$ cat config.mk
export PLATFORM = sky130hd
export DESIGN_NAME = uart_rx
export DESIGN_NICKNAME = d
export VERILOG_FILES = /design/src/rtl/uart_rx.sv
export SDC_FILE = /design/constraint.sdc
export NUM_CORES = 1
export LEC_CHECK = 0
export CORE_ASPECT_RATIO = 1.2
export CORE_MARGIN = 2
export CORE_UTILIZATION = 30
export DETAILED_ROUTE_END_ITERATION = 6
export DONT_BUFFER_PORTS = 1
export GPL_TIMING_DRIVEN = 0
export PLACE_DENSITY_LB_ADDON = 0.3
export REMOVE_ABC_BUFFERS = 1
export SLEW_MARGIN = 25
export SYNTH_ARGS = -nofsm -noshare
export SYNTH_HDL_FRONTEND = slang
export SYNTH_SLANG_ARGS = --single-unit
$ cat constraint.sdc
create_clock -name clk -period 2.45 [get_ports clk]
set_input_delay 0.245 -clock clk [delete_from_list [all_inputs] [get_ports clk]]
set_output_delay 0.245 -clock clk [all_outputs]
set_load 0.05 [all_outputs]
$ cat src/rtl/uart_rx.sv
// Parametrised UART receiver: 2-flop synchroniser, mid-bit sampling FSM with
// false-start rejection, parity/framing/overrun flags and a valid/ack output.
module uart_rx #(
  parameter int CLKS_PER_BIT = 8464,
  parameter int DATA_BITS    = 8,
  parameter int PARITY       = 2,
  parameter int STOP_BITS    = 2
) (
  input  logic                 clk,
  input  logic                 rst_n,
  input  logic                 rx,
  input  logic                 data_ack,
  output logic [DATA_BITS-1:0] data_out,
  output logic                 data_valid,
  output logic                 parity_err,
  output logic                 frame_err,
  output logic                 overrun_err
);

  localparam int CNT_W = $clog2(CLKS_PER_BIT);
  localparam int IDX_W = $clog2(DATA_BITS + 1);
  localparam int HALF  = CLKS_PER_BIT / 2;

  localparam logic [CNT_W-1:0] HALF_M1   = CNT_W'(HALF - 1);
  localparam logic [CNT_W-1:0] BIT_M1    = CNT_W'(CLKS_PER_BIT - 1);
  localparam logic [IDX_W-1:0] LAST_DATA = IDX_W'(DATA_BITS - 1);
  localparam logic [IDX_W-1:0] LAST_STOP = IDX_W'(STOP_BITS - 1);

  typedef enum logic [2:0] {
    S_IDLE,
    S_START,
    S_DATA,
    S_PAR,
    S_STOP
  } state_e;

  state_e               state_q, state_d;
  logic [1:0]           sync_q, sync_d;
  logic [CNT_W-1:0]     cnt_q, cnt_d;
  logic [IDX_W-1:0]     idx_q, idx_d;
  logic [DATA_BITS-1:0] shreg_q, shreg_d;
  logic                 par_q, par_d;
  logic                 frm_q, frm_d;
  logic [DATA_BITS-1:0] data_out_q, data_out_d;
  logic                 data_valid_q, data_valid_d;
  logic                 parity_err_q, parity_err_d;
  logic                 frame_err_q, frame_err_d;
  logic                 overrun_err_q, overrun_err_d;
  logic                 rxs;
  logic                 deliver;

  assign rxs = sync_q[1];

  always_comb begin
    // NOTE: every _d gets its default before any branch, so no path can infer a latch.
    sync_d        = {sync_q[0], rx};
    state_d       = state_q;
    cnt_d         = cnt_q + 1'b1;
    idx_d         = idx_q;
    shreg_d       = shreg_q;
    par_d         = par_q;
    frm_d         = frm_q;
    data_out_d    = data_out_q;
    data_valid_d  = data_valid_q;
    parity_err_d  = parity_err_q;
    frame_err_d   = frame_err_q;
    overrun_err_d = overrun_err_q;
    deliver       = 1'b0;

    unique case (state_q)
      S_IDLE: begin
        cnt_d = '0;
        if (!rxs) begin
          state_d = S_START;
          idx_d   = '0;
          par_d   = 1'b0;
          frm_d   = 1'b0;
        end
      end
      S_START: begin
        if (cnt_q == HALF_M1) begin
          cnt_d = '0;
          idx_d = '0;
          // Line back high at mid start bit: a glitch, not a frame.
          state_d = rxs ? S_IDLE : S_DATA;
        end
      end
      S_DATA: begin
        if (cnt_q == BIT_M1) begin
          cnt_d   = '0;
          shreg_d = {rxs, shreg_q[DATA_BITS-1:1]};
          if (idx_q == LAST_DATA) begin
            idx_d   = '0;
            state_d = (PARITY != 0) ? S_PAR : S_STOP;
          end else begin
            idx_d = idx_q + 1'b1;
          end
        end
      end
      S_PAR: begin
        if (cnt_q == BIT_M1) begin
          cnt_d   = '0;
          par_d   = (PARITY == 1) ? ~(^shreg_q ^ rxs) : (^shreg_q ^ rxs);
          state_d = S_STOP;
        end
      end
      S_STOP: begin
        if (cnt_q == BIT_M1) begin
          cnt_d = '0;
          frm_d = frm_q | ~rxs;
          if (idx_q == LAST_STOP) begin
            // Leave mid stop bit so a back-to-back start edge is not missed.
            deliver = 1'b1;
            state_d = S_IDLE;
          end else begin
            idx_d = idx_q + 1'b1;
          end
        end
      end
      default: state_d = S_IDLE;
    endcase

    if (data_ack && data_valid_q) begin
      data_valid_d  = 1'b0;
      overrun_err_d = 1'b0;
    end

    // Delivery takes priority over a same-cycle ack.
    if (deliver) begin
      data_out_d   = shreg_q;
      parity_err_d = par_q;
      frame_err_d  = frm_d;
      data_valid_d = 1'b1;
      if (data_valid_q && !data_ack) overrun_err_d = 1'b1;
    end
  end

  // NOTE: sequential state is written only with nonblocking assignments.
  always_ff @(posedge clk or negedge rst_n) begin
    if (!rst_n) begin
      sync_q        <= 2'b11;
      state_q       <= S_IDLE;
      cnt_q         <= '0;
      idx_q         <= '0;
      shreg_q       <= '0;
      par_q         <= 1'b0;
      frm_q         <= 1'b0;
      data_out_q    <= '0;
      data_valid_q  <= 1'b0;
      parity_err_q  <= 1'b0;
      frame_err_q   <= 1'b0;
      overrun_err_q <= 1'b0;
    end else begin
      sync_q        <= sync_d;
      state_q       <= state_d;
      cnt_q         <= cnt_d;
      idx_q         <= idx_d;
      shreg_q       <= shreg_d;
      par_q         <= par_d;
      frm_q         <= frm_d;
      data_out_q    <= data_out_d;
      data_valid_q  <= data_valid_d;
      parity_err_q  <= parity_err_d;
      frame_err_q   <= frame_err_d;
      overrun_err_q <= overrun_err_d;
    end
  end

  assign data_out    = data_out_q;
  assign data_valid  = data_valid_q;
  assign parity_err  = parity_err_q;
  assign frame_err   = frame_err_q;
  assign overrun_err = overrun_err_q;

endmodule

==> run_results.csv <==
group,metric,value,unit
synthesis,avgSynthCellArea,11.44,um2
timing,tightest_slew,0.5822,ns
synthesis,synth-main-ff-cell,"dfrtp_1",
floorplan,die_h,97.72,um
power,p_leak,1.071,nW
finish,fill_cells,722,
timing,hold_viol_final,0,
worst_setup_path,path_class,"flip-flop to flip-flop",
worst_setup_path,timing.rr.start,"cnt_q[0]$_DFF_PN0_",
floorplan,die_width,82.10,um
floorplan,io_pins,16,
synthesis,synth.ff_latch_count,45,
floorplan,start_util,0.3054,
clock_tree,numCtsBuffers,5,
drt,drt_first_pass_iters,4,
clock_tree,cts.sinks,45,
finish,final_net_count,201,
clock_tree,clk_pin_slew,0.09,ns
global_route,antenna_found_initial,0,
worst_setup_path,rr_worst_depth,5,
drt,routed_wl,3915,um
worst_setup_path,critPathBufInv,0,
timing,clock_skew,0.007429,ns
power,ir_drop,0.3465,mV
placement,place.gp.congestion,0.7352,
global_route,grt_max_degree,46,
clock_tree,clk_latency,0.30,ns
timing,tns,0,ns
floorplan,row_count,34,
worst_setup_path,critPathRequiredTime,2.64,ns
worst_setup_path,slowest_stage,"nor2_2",
timing,setup_viol,0,
drt,final_antenna_net_count,0,
synthesis,synth.largest_area_cell,"dfrtp_1",
finish,multi_input_area,987.2,um2
timing,clock.fmax,467.4,MHz
worst_setup_path,end_kind,"flip-flop",
placement,portBuffers,0,
worst_setup_path,startpoint_type,"flip-flop",
floorplan,core_area,7189,um2
synthesis,synth_cell_types,46,
synthesis,synth_commonest_cells,"dfrtp_1, nor2_1, mux2_2",
clock_tree,clockBufferDepth,2,
synthesis,synth-edff-count,0,
floorplan,dieArea,8023,um2
synthesis,synth.most_common_cell,"dfrtp_1",
worst_setup_path,path_max_fanout,11,
timing,slew_headroom,0.6114,
synthesis,synthTopCellsByArea,"dfrtp_1, mux2_2, xnor2_1, nor2_1, dfstp_2",
finish,layout-drive-gt1-share,0.2154,
drt,drtIter0Drc,35,
synthesis,async_reset_ff_frac,1.000,
global_route,grt-ovfl-total,0,
worst_setup_path,cp_num_cells,5,
clock_tree,htreeDepth,2,
placement,post-dp-hpwl,2731,um
worst_setup_path,crit_family,"simple AND/OR/NAND/NOR gates",
synthesis,netlist_instances,192,
job,maxCapViolCount,0,
drt,drcViolationCount,0,
finish,synthToLayoutAreaGrowth,8.775,%
clock_tree,cts_tree,"yes",
synthesis,synth_top_area_share,0.4900,
finish,regArea,1129,um2
clock_tree,root_buffer,"clkbuf_8",
worst_hold_path,hold_path_class,"primary input to flip-flop",
global_route,track_usage,0.1121,
finish,final_util,0.3322,
worst_setup_path,endpoint,"data_out[1]$_DFFE_PN0P_",
synthesis,ys_warn_count,0,
worst_setup_path,startpoint,"cnt_q[0]$_DFF_PN0_",
worst_setup_path,cp_slowest_stage_delay,0.51,ns
run_status,status,"complete, no violations",
global_route,grt_pass1_wl,7051,um
timing,finalCritPeriodShare,0.8732,
worst_setup_path,r2r-end,"data_out[1]$_DFFE_PN0P_",
synthesis,ys_seq_area_frac,0.5140,
power,powerDensity,520.1,nW/um2
finish,antenna_cells,0,
timing,post-route-min-period,2.139,ns
drt,vias,1400,
worst_setup_path,path_cells,"ha_1 -> and3_1 -> nand4_1 -> nor2_2 -> mux2_2",
drt,avgViaCountPerCell,4.912,
global_route,grt_pass1_vias,1476,
worst_setup_path,reg2reg_slack,0.31,ns
drt,wl_per_cell,13.74,um
timing,maxSlewViolCount,0,
worst_setup_path,cp.arrival,2.33,ns
synthesis,synthesis.area,2196,um2
timing,rsz0062_at_grt,"no",
cells in the final DEF, fill, tap and decap left out, types with 2 or more instances in the layout:
master and n:
o22ai_1 2, clkbuf_8 5, and3_2 2, nand2_1 9, a21oi_1 4, dlygate4sd3_1 2
nand4_1 4, xnor2_1 15, o31ai_1 3, nor2_1 24, mux2_2 17, and3_1 2
ha_1 3, a21o_2 2, dfstp_2 2, nor2_2 2, xor2_1 6, o21ai_0 3
dfrtp_1 43, inv_1 6, nor3b_1 2, nor2b_1 2, nor4_1 3, nor3_1 2
nand3_1 6
worst min-delay path by stage:
| stage | slack [ns] | end | startpoint | cells after the start |
|---|---|---|---|---|
| 3_5_place_dp | -0.05 | cnt_q[0]$_DFF_PN0_ | rst_n | 0 |
| 3_3_place_gp | -0.05 | cnt_q[3]$_DFF_PN0_ | rst_n | 0 |
| 2_1_floorplan | -0.05 | async pin | rst_n | 0 |
| 4_1_cts | 0.02 | flip-flop | data_ack | 1 |
| 6_report | 0.02 | flip-flop | data_ack | 1 |
| 5_1_grt | 0.01 | flip-flop | data_ack | 1 |
power breakdown:
group | switching [W] | internal, W | total, W
Clock | 0.000260 | 0.000202 | 0.000462
Sequential | 0.00000715 | 0.000746 | 0.000753
Combinational | 0.0000178 | 0.00000896 | 0.0000268
registers in the layout, indices dropped and copies added, names as in the netlist, named ones only:
| register | flops |
|---|---|
| cnt_q | 14 |
| data_out | 8 |
| data_valid | 1 |
| frame_err | 1 |
| frm_q | 1 |
| idx_q | 4 |
| par_q | 1 |
| parity_err | 1 |
| shreg_q | 8 |
| state_q | 3 |
| sync_q | 2 |
timing repair:
action	in CTS	in global routing
endpoints found under the setup margin	10	14
gates resized for setup	1	1
hold buffers	3	0
setup buffers	0	0
hold endpoints to repair	46	0
per-stage QoR:
stage	worst slack, ns	cells	hold WS (ns)	total power, W	area [um2]
after floorplan	0.5135	184	-0.05059	0.0007718	2133
after global placement	0.009142	274	-0.04925	0.0007733	2246
after detailed placement	0.02086	274	-0.04924	0.0007734	2246
after CTS	0.01048	285	0.01613	0.001270	2386
after global routing	0.1090	285	0.01001	0.001301	2389
final	0.3106	285	0.02415	0.001242	2389
cells by family after synthesis:
logic type | Yosys count | share of synthesized area
AOI/OAI and AO/OA | 25 | 0.09573
buffers and inverters | 14 | 0.03875
DFF | 45 | 0.5140
xor gates and xnor gates | 21 | 0.08376
and+or+nand+nor | 67 | 0.1635
muxes | 17 | 0.08718
adders and majority gates | 3 | 0.01710
worst reg2reg max path, stage by stage, from the launching register on:
cell and delay [ns]:
dfrtp_1 0.40, ha_1 0.26, and3_1 0.25, nand4_1 0.21
nor2_2 0.51, mux2_2 0.40
area by class of cell:
class,instances,area share
flip-flops and latches,45,0.4725
multi-input cells,133,0.4133
well taps,90,0.04715
clock buffers,5,0.02881
repair buffers,3,0.01991
inverters,6,0.009429
clock inverters,3,0.008905
metal layers:
layer,global-route usage,part of all wire,vias to the layer above
met5,0,0,-
met4,0.05000,0.020,0
met3,0.02881,0.030,5
met2,0.1776,0.48,13
met1,0.1422,0.47,706
li1,-,-,676
(Power assumes the default switching activity.)
